==> src/rtl/sim_check_pkg.sv <==
// Shared definitions for the simulation run checker: FSM state encoding and
// probe/index width constants used by the top and the probe comparator.
package sim_check_pkg;

  // Fixed state encoding so waveforms and bench messages read the same everywhere.
  localparam logic [1:0] ST_IDLE_ENC  = 2'd0;
  localparam logic [1:0] ST_RUN_ENC   = 2'd1;
  localparam logic [1:0] ST_CHECK_ENC = 2'd2;
  localparam logic [1:0] ST_DONE_ENC  = 2'd3;

  typedef enum logic [1:0] {
    ST_IDLE  = ST_IDLE_ENC,
    ST_RUN   = ST_RUN_ENC,
    ST_CHECK = ST_CHECK_ENC,
    ST_DONE  = ST_DONE_ENC
  } state_e;

  // Default width of one probe slice (and of pc).
  localparam int PROBE_SLICE_W = 32;

  // Width of the first-failing-channel index; covers up to 16 channels.
  localparam int FAIL_IDX_W = 4;

endpackage : sim_check_pkg

==> src/rtl/sim_run_checker_probe_compare.sv <==
// probe_compare: combinational per-channel compare of probe words against
// expected values, gated by a channel mask, plus a lowest-index priority
// encoder for the first mismatching channel.
module probe_compare
  import sim_check_pkg::*;
#(
  parameter int DATA_W     = PROBE_SLICE_W,
  parameter int NUM_PROBES = 4
) (
  input  logic [NUM_PROBES*DATA_W-1:0] probe_data_i,
  input  logic [NUM_PROBES*DATA_W-1:0] probe_exp_i,
  input  logic [NUM_PROBES-1:0]        probe_mask_i,
  output logic [NUM_PROBES-1:0]        fail_mask_o,
  output logic [FAIL_IDX_W-1:0]        first_fail_o,
  output logic                         pass_o
);

  // Exact bitwise equality per channel; unchecked channels never fail.
  always_comb begin
    // NOTE: every output of an always_comb gets a default first so no path leaves it unassigned (no latch).
    fail_mask_o = '0;
    for (int i = 0; i < NUM_PROBES; i++) begin
      fail_mask_o[i] = probe_mask_i[i] &
                       (probe_data_i[i*DATA_W +: DATA_W] != probe_exp_i[i*DATA_W +: DATA_W]);
    end
  end

  // Scan from the top down so the lowest failing index is the one left standing.
  always_comb begin
    first_fail_o = '0;
    for (int i = NUM_PROBES - 1; i >= 0; i--) begin
      if (fail_mask_o[i]) begin
        first_fail_o = FAIL_IDX_W'(i);
      end
    end
  end

  // An all-zero mask checks nothing and therefore passes.
  assign pass_o = ~|fail_mask_o;

endmodule : probe_compare

==> config.mk <==
export PLATFORM = sky130hd
export DESIGN_NAME = probe_compare
export DESIGN_NICKNAME = d
export VERILOG_FILES = /design/src/rtl/sim_check_pkg.sv /design/src/rtl/sim_run_checker_probe_compare.sv
export SDC_FILE = /design/constraint.sdc
export NUM_CORES = 1
export LEC_CHECK = 0
export ABC_AREA = 1
export CAP_MARGIN = 20
export CORE_AREA = 2 2 104 106
export DETAILED_ROUTE_END_ITERATION = 7
export DIE_AREA = 0 0 106 108
export PLACE_DENSITY = 0.66
export SETUP_SLACK_MARGIN = 0.15
export SLEW_MARGIN = 15
export SYNTH_ARGS = -nofsm -noshare
export SYNTH_HDL_FRONTEND = slang
export SYNTH_SLANG_ARGS = --single-unit
export TNS_END_PERCENT = 10
==> constraint.sdc <==
create_clock -name vclk -period 2.17
set_input_delay 0.217 -clock vclk [all_inputs]
set_output_delay 0.217 -clock vclk [all_outputs]
set_load 0.02 [all_outputs]
==> impl_metrics.json, run 1 <==
{
  "setup_tns_ps": 0,
  "die_w_um": 106,
  "final_cell_mix": "clkdlybuf4s50_1, nand2_1, nor2_1, inv_1, xnor2_1",
  "layout_commonest_cell": "clkdlybuf4s50_1",
  "grt_max_degree": 4,
  "hp-class": "primary input to output port",
  "placed_area_mm2": 0.00491,
  "period_share": 0.955,
  "antenna_found_initial": 0,
  "crit_arrival_ps": 1850,
  "hold_slack_ps": 1140,
  "cpPeakStageDelay_ps": 440,
  "hold_viol": 0,
  "ios": 269,
  "end_kind": "output port",
  "cp_slowest_cell": "clkdlybuf4s50_1",
  "n_antenna_cell": 0,
  "cellLeakagePower_nw": 2.28,
  "regArea_um2": 0,
  "rows": 37,
  "max_freq_ghz": 0.483,
  "n_fill_cell": 1058,
  "areaGrowthSynthToFinish_pct": 138,
  "core_area_mm2": 0.0102,
  "yosysWarnings": 0,
  "portBuffers": 267,
  "cp_cell_sequence": "clkdlybuf4s50_1 -> or2_0 -> a21oi_2 -> nand3_1 -> nor2_1 -> nand2_1 -> nand2_2 -> nand2_2 -> nor2_1 -> buf_2",
  "firstDrtPassIters": 4,
  "finalPower_mw": 0.844,
  "wl_per_cell_um": 10.9,
  "outcome": "completed",
  "cp_max_fo": 2,
  "netlist_area_mm2": 0.00205,
  "cp-start-kind": "primary input",
  "grt.overflow.total": 0,
  "required_ps": 1950,
  "drc_errors": 0,
  "wl_um": 9080,
  "final.clkbuf_count": 0,
  "drive_gt1_frac": 0.0259,
  "postCtsSetupBuffers": 0,
  "flops_and_latches": 0,
  "syn_area_per_cell_um2": 4.83,
  "gp_congestion": 0.825,
  "setup_violations": 0,
  "cap_violations": 0,
  "final_cell_area_mm2": 0.00489,
  "power_density_mw_per_mm2": 173,
  "synth_cell_types": 17,
  "start_util": 0.201,
  "grt_pass1_vias": 3305,
  "final_nets": 956,
  "synthesis.instances": 425,
  "first_iter_violations": 113,
  "dpl.hpwl_um": 8680,
  "fp.dieArea_mm2": 0.0114,
  "synth_seq_area_share": 0,
  "worst-path-buf-inv": 2,
  "timing_worst_setup_path_type": "primary input to output port",
  "fin_crit_ps": 2070,
  "dieHeight_um": 108,
  "multi_input_area_mm2": 0.00173,
  "maxSlewViolCount": 0,
  "ant_nets": 0,
  "grt.total_usage": 0.149,
  "vias": 3271,
  "rsz0062_at_grt": "true",
  "ir_drop_mv": 0.0876,
  "grt_pass1_wl_um": 14000,
  "vias_per_cell": 3.94,
  "critPathTopFamily": "simple AND/OR/NAND/NOR gates",
  "post-route-util": 0.478
}
-- worst min-delay path: cells and delay by family --
family | cells | cell delay [ps]
buf+inv | 3 | 610
simple gates | 1 | 90
-- cell usage after synthesis --
cell       n  area share
nand2_1  137        0.25
nor2_1    89        0.16
inv_1     87        0.16
xnor2_1   56        0.24
xor2_1    23       0.098
nand3_1    7       0.017
nor3_1     7       0.017
nand4_1    4       0.012
nand2_2    3      0.0091
a21oi_1    2      0.0049
buf_4      2      0.0073
o21ai_1    2      0.0049
or2_0      2      0.0061
conb_1     1      0.0018
nand3_2    1      0.0049
o21ai_0    1      0.0024
or2_1      1      0.0030
-- worst paths after layout --
| check | depth (start not counted) | end | startpoint | slack, ps |
|---|---|---|---|---|
| setup / recovery | 10 | first_fail_o[1] | probe_exp_i[48] | 100 |
| hold / removal | 4 | fail_mask_o[2] | probe_mask_i[2] | 1140 |
-- cell type report --
class	instances	share of cell area
Inverter	87	0.0668
Tap cell	136	0.0348
Timing Repair Buffer	270	0.545
Multi-Input combinational cell	337	0.354
-- stage by stage --
stage               setup slack [ps]  cells
CTS                             96.6    830
global route                    20.9    830
global placement                -420    830
floorplan                        602    426
detailed placement              -417    830
finish                          98.4    830
-- repair_timing --
action / CTS / global route
setup endpoints to repair: 7 / 7
pin swaps: 1 / 6
hold buffers: 0 / 0
gates resized for setup: 24 / 9
cloned: 0 / 0
-- metal layers --
metal | part of all wire | vias up | GRT usage
met3 | 0.090 | 12 | 0.0356
met1 | 0.34 | 1354 | 0.141
li1 | - | 1755 | -
met2 | 0.55 | 150 | 0.322
met4 | 0.017 | 0 | 0.0226
met5 | 0 | - | 0
-- kinds of logic after synthesis --
family                 after synthesis  synth area share
AO/OA/AOI/OAI                        5            0.0122
XOR/XNOR                            79             0.337
buffers and inverters               89             0.166
other                                1           0.00183
AND/OR/NAND/NOR                    251             0.483
-- power by group --
| part | total [mW] | switching [mW] | internal, mW |
|---|---|---|---|
| clock network | 0 | 0 | 0 |
| registers | 0 | 0 | 0 |
| logic | 0.844 | 0.269 | 0.575 |
(Power assumes the default switching activity.)
==> inputs of run 2 (changes only) <==
--- a/config.mk
+++ b/config.mk
@@ -7,12 +7,12 @@
 export LEC_CHECK = 0
 export ABC_AREA = 1
 export CAP_MARGIN = 20
-export CORE_AREA = 2 2 104 106
+export CORE_MARGIN = 10
+export CORE_UTILIZATION = 27
 export DETAILED_ROUTE_END_ITERATION = 7
-export DIE_AREA = 0 0 106 108
-export PLACE_DENSITY = 0.66
+export PLACE_DENSITY = 0.86
 export SETUP_SLACK_MARGIN = 0.15
-export SLEW_MARGIN = 15
+export SLEW_MARGIN = 20
 export SYNTH_ARGS = -nofsm -noshare
 export SYNTH_HDL_FRONTEND = slang
 export SYNTH_SLANG_ARGS = --single-unit
==> constraint.sdc (replaced) <==
create_clock -name vclk -period 2.1
set_input_delay 0.21 -clock vclk [all_inputs]
set_output_delay 0.21 -clock vclk [all_outputs]
set_load 0.02 [all_outputs]
==> run 2 against run 1 <==
  * Sequential cell count unchanged
  * Clock-buffer cell count is the same
  * Power grew 4.1%
  * Core utilization up 27 points
  * Global-route usage increased by 4.1 points
  * Cell count decreased by 3.3%
  * Design area increased by 12%
  * Setup slack gained 61 ps
  * Non-clock buffer count rose by 1
  * Via count rose by 8.4%
  * First-iteration DRC count down 48%
  * Combinational power grew 4.1%
  * Critical endpoint is now first_fail_o[0]
  * Largest cell class unchanged
==> impl_metrics.json, run 2 (same netlist as run 1, synthesis figures left out) <==
{
  "combPwrFrac": 1.000,
  "power_density_mw_per_mm2": 160,
  "cp.depth": 12,
  "fin_crit_ps": 1940,
  "p_switching_mw": 0.340,
  "ios": 269,
  "vias_per_cell": 4.42,
  "dpl.hpwl_um": 11300,
  "required_ps": 1890,
  "first_iter_violations": 59,
  "ir_drop_mv": 0.112,
  "hp-class": "primary input to output port",
  "worst-path-buf-inv": 3,
  "firstDrtPassIters": 4,
  "pre_cts_ws_ps": -356,
  "wl_um": 14400,
  "setup_tns_ps": 0,
  "hold_viol": 0,
  "final.clkbuf_count": 0,
  "sw_frac_of_total": 0.387,
  "cap_violations": 0,
  "drive_gt1_frac": 0.0647,
  "regArea_um2": 0,
  "p_seq_frac": 0,
  "grtUsageMet1": 0.162,
  "fp.dieArea_mm2": 0.0115,
  "cpPeakStageDelay_ps": 290,
  "cp-start-kind": "primary input",
  "cp_max_fo": 2,
  "grt_pass1_wl_um": 17500,
  "min_to": "fail_mask_o[1]",
  "dieHeight_um": 107,
  "hp-start": "probe_exp_i[48]",
  "gp_congestion": 0.886,
  "grt_max_degree": 4,
  "portBuffers": 267,
  "placed_area_mm2": 0.00485,
  "ant_nets": 0,
  "final_cell_mix": "dlymetal6s2s_1, nand2_1, inv_1, nor2_1, xnor2_1",
  "setup_violations": 0,
  "critPathTopFamily": "simple AND/OR/NAND/NOR gates",
  "wl_per_cell_um": 17.9,
  "cellLeakagePower_nw": 4.13,
  "use_met3": 0.0695,
  "final_nets": 957,
  "setup_ws_ps": 160,
  "final_cell_area_mm2": 0.00548,
  "timing_worst_setup_path_type": "primary input to output port",
  "flops_and_latches": 0,
  "cp_slowest_cell": "xnor2_1",
  "grt-busiest-layer": "met2",
  "layout_commonest_cell": "dlymetal6s2s_1",
  "core_area_mm2": 0.00733,
  "hold_path_depth": 9,
  "antenna_found_initial": 9,
  "die_w_um": 107,
  "use_met2": 0.388,
  "cts_hold_buf": 0,
  "crit_arrival_ps": 1730,
  "cpMostUsedCell": "nand2_1",
  "rsz0062_at_grt": "true",
  "outcome": "completed",
  "period_share": 0.924,
  "grt.total_usage": 0.189,
  "grt.overflow.total": 0,
  "areaGrowthSynthToFinish_pct": 167,
  "end_kind": "output port",
  "power.internal_mw": 0.539,
  "grt_pass1_vias": 3645,
  "drc_errors": 0,
  "vias": 3547,
  "finalPower_mw": 0.879,
  "start_util": 0.280,
  "max_freq_ghz": 0.515,
  "maxSlewViolCount": 0,
  "cp_cell_sequence": "dlymetal6s2s_1 -> xnor2_1 -> nand2_1 -> nor2_2 -> nand2_1 -> nor2_1 -> nand2_1 -> nand2_2 -> buf_6 -> nand2_2 -> a21oi_2 -> buf_6",
  "rows": 31,
  "power_frac_clock": 0
}
## run 2: cell types whose count changed in the layout (fill, tap and decap cells not counted), moves of 4 or more
cell,previous run,this run
dlygate4sd2_1,0,17
buf_6,0,5
nor2_1,88,75
nor2_2,1,11
buf_2,4,0
dlymetal6s2s_1,0,196
diode_2,0,9
clkdlybuf4s50_1,260,45
## run 2: stage by stage
| stage | hold slack, ps | util | cells |
|---|---|---|---|
| floorplan | 547 | - | 426 |
| global placement | 1120 | 0.662 | 793 |
| detailed placement | 1130 | 0.662 | 793 |
| CTS | 1140 | 0.659 | 793 |
| global route | 1140 | 0.748 | 803 |
| finish | 1110 | 0.748 | 803 |
## run 2: what timing repair did
item | CTS | global route
gates resized for setup | 33 | 241
pin swaps | 20 | 157
endpoints found under the setup margin | 5 | 5
buffers inserted | 0 | 1
## run 2: worst max-delay path by stage
stage	from	endpoint	slack [ps]
finish	probe_exp_i[69]	first_fail_o[0]	160
global route	probe_data_i[92]	first_fail_o[0]	50
CTS	probe_exp_i[69]	first_fail_o[0]	50
detailed placement	probe_data_i[119]	pass_o	-360
global placement	probe_data_i[114]	pass_o	-390
floorplan	probe_data_i[116]	first_fail_o[0]	550
## run 2: power groups by stage
stage / clock network, mW / logic, mW / registers (mW)
floorplan: 0 / 0.292 / 0
global placement: 0 / 0.858 / 0
detailed placement: 0 / 0.885 / 0
CTS: 0 / 0.875 / 0
global route: 0.000000573 / 0.953 / 0
finish: 0.000000573 / 0.879 / 0
## run 2: per-layer routing
metal / vias to the layer above / wire, µm
li1: 1766 / -
met1: 1562 / 4370
met2: 180 / 8090
met3: 39 / 1330
met4: 0 / 609
met5: - / 0
## run 2: worst min-delay path, cell delays in order
cell and delay (ps):
dlymetal6s2s_1 130, nand2_1 80, a21oi_2 60, nand3_2 60, nor2_2 30, nand2_1 60, nand2_2 80, inv_1 50
buf_4 130
## run 2: final cells by class
| type | instances | area, µm² |
|---|---|---|
| Fill cell | 527 | 1850 |
| Timing Repair Buffer | 271 | 3170 |
| Multi-Input combinational cell | 337 | 1830 |
| Inverter | 87 | 327 |
| Antenna cell | 9 | 22.5 |
| Tap cell | 99 | 124 |
